<file path="src/rtl/j1_io_responder.sv">
// j1_io_responder: memory-mapped GPIO, UART TX/RX and tick counter on the J1 I/O bus
module j1_io_responder #(
  parameter int CLKS_PER_BIT = 434,
  parameter int TX_DEPTH     = 4
) (
  input  logic        clk,
  input  logic        resetq,
  input  logic        io_rd,
  input  logic        io_wr,
  input  logic [15:0] mem_addr,
  input  logic [15:0] dout,
  output logic [15:0] io_din,
  input  logic [15:0] gpio_in,
  output logic [15:0] gpio_out,
  input  logic        uart_rx,
  output logic        uart_tx
);
  localparam int AW = $clog2(TX_DEPTH);
  localparam int CW = $clog2(CLKS_PER_BIT);
  typedef enum logic [1:0] {IDLE, START, DATA, STOP} state_t;
  logic wr_gpio, wr_tick, push, rd_status, rd_rx;
  logic [15:0] gpio_meta, gpio_s, tick, status;
  logic rx_meta, rx_s, rx_prev;
  logic [7:0] fifo [TX_DEPTH];
  logic [AW-1:0] wp, rp;
  logic [AW:0] count;
  logic tx_full, tx_empty, push_ok, tx_pop, tx_bit_end, tx_busy;
  state_t tx_state, tx_next;
  logic [CW-1:0] tx_cnt;
  logic [2:0] tx_idx;
  logic [7:0] tx_sh;
  state_t rx_state, rx_next;
  logic [CW-1:0] rx_cnt;
  logic [2:0] rx_idx;
  logic [7:0] rx_sh, rx_byte;
  logic rx_half, rx_bit_end, rx_done, rx_ok, rx_valid, rx_overrun, rx_frame_err, tx_overflow;
  assign wr_gpio   = io_wr && mem_addr == 16'h0000;
  assign push      = io_wr && mem_addr == 16'h0002;
  assign wr_tick   = io_wr && mem_addr == 16'h0005;
  assign rd_status = io_rd && mem_addr == 16'h0003;
  assign rd_rx     = io_rd && mem_addr == 16'h0004;
  assign tx_full   = count == (AW+1)'(TX_DEPTH);
  assign tx_empty  = count == '0;
  assign push_ok   = push && !tx_full;
  assign tx_busy   = !tx_empty || tx_state != IDLE;
  assign status    = {10'd0, tx_overflow, rx_frame_err, rx_overrun, rx_valid, tx_busy, tx_full};
  assign uart_tx   = tx_state == START ? 1'b0 : tx_state == DATA ? tx_sh[0] : 1'b1;
  // Read mux: zero unless a read is in progress outside reset
  always_comb
    io_din = !(io_rd && resetq)        ? 16'h0000 :
             mem_addr == 16'h0000      ? gpio_out :
             mem_addr == 16'h0001      ? gpio_s :
             mem_addr == 16'h0003      ? status :
             mem_addr == 16'h0004      ? {8'h00, rx_byte} :
             mem_addr == 16'h0005      ? tick : 16'h0000;
  // Synchronizers, GPIO output register and free-running tick
  always_ff @(posedge clk or negedge resetq)
    if (!resetq) begin
      gpio_meta <= '0;
      gpio_s    <= '0;
      rx_meta   <= 1'b1;
      rx_s      <= 1'b1;
      rx_prev   <= 1'b1;
      gpio_out  <= '0;
      tick      <= '0;
    end else begin
      gpio_meta <= gpio_in;
      gpio_s    <= gpio_meta;
      rx_meta   <= uart_rx;
      rx_s      <= rx_meta;
      rx_prev   <= rx_s;
      if (wr_gpio) gpio_out <= dout;
      tick      <= wr_tick ? dout : tick + 16'd1;
    end
  // TX FIFO storage; contents are invalidated by the pointer reset alone
  always_ff @(posedge clk)
    if (push_ok) fifo[wp] <= dout[7:0];
  // TX FIFO pointers and occupancy
  always_ff @(posedge clk or negedge resetq)
    if (!resetq) begin
      wp    <= '0;
      rp    <= '0;
      count <= '0;
    end else begin
      if (push_ok) wp <= wp + 1'b1;
      if (tx_pop) rp <= rp + 1'b1;
      count <= count + (AW+1)'(push_ok) - (AW+1)'(tx_pop);
    end
  assign tx_bit_end = tx_cnt == CW'(CLKS_PER_BIT - 1);
  // TX state register
  always_ff @(posedge clk or negedge resetq)
    if (!resetq) tx_state <= IDLE;
    else tx_state <= tx_next;
  // TX next state; a pop loads the shifter and starts a frame back-to-back
  always_comb begin
    tx_next = tx_state;
    tx_pop  = 1'b0;
    case (tx_state)
      IDLE:  if (!tx_empty) begin
        tx_next = START;
        tx_pop  = 1'b1;
      end
      START: if (tx_bit_end) tx_next = DATA;
      DATA:  if (tx_bit_end && tx_idx == 3'd7) tx_next = STOP;
      STOP:  if (tx_bit_end) begin
        tx_next = tx_empty ? IDLE : START;
        tx_pop  = !tx_empty;
      end
    endcase
  end
  // TX bit timer and shifter
  always_ff @(posedge clk or negedge resetq)
    if (!resetq) begin
      tx_cnt <= '0;
      tx_idx <= '0;
      tx_sh  <= '0;
    end else begin
      tx_cnt <= (tx_state == IDLE || tx_bit_end) ? '0 : tx_cnt + 1'b1;
      if (tx_pop) tx_sh <= fifo[rp];
      else if (tx_state == DATA && tx_bit_end) tx_sh <= tx_sh >> 1;
      if (tx_state == DATA && tx_bit_end) tx_idx <= tx_idx + 3'd1;
    end
  assign rx_half    = rx_cnt == CW'(CLKS_PER_BIT / 2 - 1);
  assign rx_bit_end = rx_cnt == CW'(CLKS_PER_BIT - 1);
  assign rx_ok      = rx_done && rx_s;
  // RX state register
  always_ff @(posedge clk or negedge resetq)
    if (!resetq) rx_state <= IDLE;
    else rx_state <= rx_next;
  // RX next state; start bit re-checked at mid-bit to reject glitches
  always_comb begin
    rx_next = rx_state;
    rx_done = 1'b0;
    case (rx_state)
      IDLE:  if (rx_prev && !rx_s) rx_next = START;
      START: if (rx_half) rx_next = rx_s ? IDLE : DATA;
      DATA:  if (rx_bit_end && rx_idx == 3'd7) rx_next = STOP;
      STOP:  if (rx_bit_end) begin
        rx_next = IDLE;
        rx_done = 1'b1;
      end
    endcase
  end
  // RX bit timer and LSB-first assembler
  always_ff @(posedge clk or negedge resetq)
    if (!resetq) begin
      rx_cnt <= '0;
      rx_idx <= '0;
      rx_sh  <= '0;
    end else begin
      rx_cnt <= (rx_next != rx_state || rx_bit_end) ? '0 : rx_cnt + 1'b1;
      if (rx_state == DATA && rx_bit_end) begin
        rx_sh  <= {rx_s, rx_sh[7:1]};
        rx_idx <= rx_idx + 3'd1;
      end
    end
  // RX holding register and sticky flags; a new event wins over a clearing read
  always_ff @(posedge clk or negedge resetq)
    if (!resetq) begin
      rx_byte      <= '0;
      rx_valid     <= 1'b0;
      rx_overrun   <= 1'b0;
      rx_frame_err <= 1'b0;
      tx_overflow  <= 1'b0;
    end else begin
      if (rx_ok && (!rx_valid || rd_rx)) rx_byte <= rx_sh;
      rx_valid     <= rx_ok || (rx_valid && !rd_rx);
      rx_overrun   <= (rx_overrun && !rd_status) || (rx_ok && rx_valid && !rd_rx);
      rx_frame_err <= (rx_frame_err && !rd_status) || (rx_done && !rx_s);
      tx_overflow  <= (tx_overflow && !rd_status) || (push && tx_full);
    end
endmodule

</file>
<file path="config.mk">
export PLATFORM = sky130hd
export DESIGN_NAME = j1_io_responder
export DESIGN_NICKNAME = d
export VERILOG_FILES = /design/src/rtl/j1_io_responder.sv
export SDC_FILE = /design/constraint.sdc
export NUM_CORES = 1
export LEC_CHECK = 0
export CAP_MARGIN = 20
export CELL_PAD_IN_SITES_DETAIL_PLACEMENT = 0
export CELL_PAD_IN_SITES_GLOBAL_PLACEMENT = 2
export CORE_MARGIN = 4
export CORE_UTILIZATION = 30
export CTS_CLUSTER_DIAMETER = 100
export DETAILED_ROUTE_END_ITERATION = 8
export HOLD_SLACK_MARGIN = 0.06
export PLACE_DENSITY = 0.66
export RECOVER_POWER = 50
export SYNTH_ARGS = -nofsm -noshare
export SYNTH_HDL_FRONTEND = slang
export SYNTH_SLANG_ARGS = --single-unit
export TNS_END_PERCENT = 1
</file>
<file path="constraint.sdc">
create_clock -name clk -period 3.7 [get_ports clk]
set_clock_uncertainty 0.2 [all_clocks]
set_input_delay 0.555 -clock clk [delete_from_list [all_inputs] [get_ports clk]]
set_output_delay 0.555 -clock clk [all_outputs]
set_load 0.01 [all_outputs]
</file>
==> flow_summary.ini <==
[run_status]
outcome = complete, but fails checks
violations = max-capacitance violations, max-slew violations

[grt]
grt_pass1_vias = 5011
grt_util_all_layers_pct = 13.4
grt_max_degree = 68
grt_pass1_wl_um = 27900
antenna_found_initial = 0
grt-ovfl-total = 0

[critical_path]
worstSetupPathType = in2out
r2r_start = tx_cnt[1]$_DFF_PN0_
start_kind = input pin
timing.rr.end = count[2]$_DFF_PN0_
reg2reg_depth = 9
cp.arrival_ns = 2.78
crit_fanout = 17
r2r_slack_ns = 0.95
cp-end-kind = output pin
cp_data_required_time_ns = 2.94

[final_layout]
postLayoutCellArea_um2 = 9240
drive_gt1_share_pct = 17.8
diodes = 0
utilization_pct = 38.1
syn_to_final_growth_pct = 25.5
fin_nets = 736

[yosys]
ys_ff_latch = 162
mappedNetlistArea_um2 = 7360
syn-num-nets = 643
syn_area_per_cell_um2 = 12.9
synthDistinctLibCells = 54
synth_ff_type = dfrtp_1
synth.area.top_cells = dfrtp_1 43%, edfxtp_1 13%, mux2_2 6.4%
netlist.top_cell.by_area = dfrtp_1
ys_warn_count = 0
synth_top_area_share_pct = 43.2
synth_edf_count = 32
syn_inst = 570
synthArstFlopShare_pct = 80.2
synth_seq_area_share_pct = 57.3

[route]
route.detailed.drc = 0
drt-total-wl_um = 17400
drtAntennaViolNets = 0
first_pass_iters = 5
via_per_inst = 4.75
wl_per_cell_um = 17.4
drtIter0Drc = 255
vias = 4753

[hold_path]
min_path_type = reg2reg
hp-start = gpio_meta[13]$_DFF_PN0_
hold_depth = 0
min_to = gpio_s[13]$_DFF_PN0_

[timing]
drv_slew = 68
fin_crit_sh_pct = 95.6
finalSetupTns_ns = 0
slew_headroom_pct = -12.0
hold_viol_final = 0
holdWs_ns = 0.150
fmax_mhz = 283
min_period_ns = 3.54
setup_viol_count_final = 0
rsz0062_at_grt = false
worst_slew_pin_slew_ns = 1.68

[clock_network]
clock_latency_ns = 0.43
cts_tree = done
cts_num_sinks = 162
cts_buffers = 17
path_clk_slew_ns = 0.07
cts_buffer_depth = 2
postCtsSetupBuffers = 0
cts_root_buf = clkbuf_16
htree_levels = 4

[place]
place_area_um2 = 8590
globalplace.congestion = 0.810
detailed_place_hpwl_um = 12800
io_buffers = 85

[floorplan]
die_x_um = 165
die_y_um = 165
initial_utilization_pct = 30.4
die_area_um2 = 27100
core_um2 = 24200
ios = 86
rows = 57

[power_and_ir_drop]
total_power_mw = 4.17
powerDensity_nw_per_um2 = 452
vdd.ir_drop.worst_mv = 0.278
leakage_nw = 3.87

[flow_run]
maxCapViolCount = 1
## routing by layer
| layer | vias to the layer above | part of all wire, % | global-route usage, % |
|---|---|---|---|
| li1 | 2253 | - | - |
| met1 | 2397 | 46 | 18.2 |
| met2 | 78 | 49 | 21.4 |
| met3 | 25 | 2.7 | 2.65 |
| met4 | 0 | 2.1 | 4.88 |
| met5 | - | 0 | 0 |
## report_power, final
part / switching, mW / internal (mW) / total (mW)
combinational: 0.170 / 0.152 / 0.322
sequential: 0.0929 / 1.90 / 1.99
clock: 0.773 / 1.08 / 1.86
## cell usage in the layout (no fill, tap or decap), types with 6 or more instances in the layout
master / n
nand2_1: 25
nor2_1: 40
dfrtp_1: 127
o2111ai_1: 6
nor3_1: 24
nor4_1: 6
and2_1: 6
buf_4: 10
xor2_1: 9
ha_1: 19
nand4_1: 17
dlygate4sd3_1: 26
clkbuf_16: 17
mux2i_1: 15
edfxtp_1: 32
mux2_2: 42
clkdlybuf4s50_1: 54
mux2_4: 11
inv_1: 24
mux4_2: 10
a21oi_1: 25
xnor2_1: 26
and3_1: 8
nand3_1: 14
## how the worst max path moves through the flow
| stage | startpoint | end | slack, ns |
|---|---|---|---|
| 6_report | mem_addr[8] | io_din[4] | 0.16 |
| 5_1_grt | mem_addr[8] | io_din[7] | 0.005 |
| 4_1_cts | mem_addr[7] | io_din[4] | 0.07 |
| 3_5_place_dp | mem_addr[7] | io_din[4] | 0.07 |
| 3_3_place_gp | mem_addr[7] | io_din[4] | 0.13 |
| 2_1_floorplan | mem_addr[13] | io_din[0] | 1.07 |
## area by class of cell
| type | count | area (µm²) |
|---|---|---|
| Clock buffer | 17 | 425 |
| Clock inverter | 15 | 198 |
| Fill cell | 2356 | 15000 |
| Inverter | 24 | 90.1 |
| Multi-Input combinational cell | 359 | 2920 |
| Sequential cell | 162 | 4220 |
| Tap cell | 324 | 405 |
| Timing Repair Buffer | 99 | 980 |
## Yosys cell counts, types with 3 or more instances
| library cell | instances |
|---|---|
| a21oi_1 | 25 |
| a221oi_1 | 6 |
| a31oi_1 | 4 |
| and2_1 | 6 |
| and3_1 | 8 |
| and4_1 | 3 |
| and4b_1 | 4 |
| buf_2 | 9 |
| clkbuf_1 | 12 |
| dfrtp_1 | 127 |
| dfstp_2 | 3 |
| edfxtp_1 | 32 |
| ha_1 | 19 |
| inv_1 | 24 |
| mux2_1 | 3 |
| mux2_2 | 42 |
| mux2_4 | 11 |
| mux2i_1 | 15 |
| mux4_2 | 10 |
| nand2_1 | 25 |
| nand3_1 | 14 |
| nand4_1 | 17 |
| nor2_1 | 40 |
| nor2b_1 | 4 |
| nor3_1 | 24 |
| nor4_1 | 6 |
| nor4b_1 | 4 |
| o2111ai_1 | 6 |
| xnor2_1 | 26 |
| xor2_1 | 9 |
## what timing repair did
item                                   CTS  global route
hold buffers                             1             0
setup endpoints to repair                0             8
endpoints found under the hold margin   16             0
gates resized for setup                  0             6
## cells by family (layout without fill, tap and decap cells)
logic type / after synthesis / in the layout / share of synthesized area, %
AOI/OAI and AO/OA: 53 / 53 / 4.74
DFF: 162 / 162 / 57.3
muxes: 81 / 81 / 14.2
xor gates and xnor gates: 35 / 35 / 4.16
adders and majority gates: 20 / 20 / 3.50
and+or+nand+nor: 170 / 170 / 12.9
buffers and inverters: 49 / 155 / 3.13
## worst max-delay path, cell delays in order
cell	delay [ns]
clkdlybuf4s50_1	0.45
nor4_4	0.32
and4_1	0.22
buf_4	0.20
nand4_1	0.13
a221oi_2	0.31
clkdlybuf4s50_1	0.58
## sequential cells by signal, summed over array words and instances, names as in the netlist, 9 cells and up
signal	count
rx_cnt	9
fifo	32
tick	16
tx_cnt	9
gpio_meta	16
gpio_s	16
gpio_out	16
## stage by stage
step           worst slack, ns  std cells
2_1_floorplan             1.07        570
3_3_place_gp             0.126        967
3_5_place_dp            0.0686        967
4_1_cts                 0.0681       1000
5_1_grt                0.00547       1000
6_report                 0.161       1000
Power figures use the tool's default switching activity.
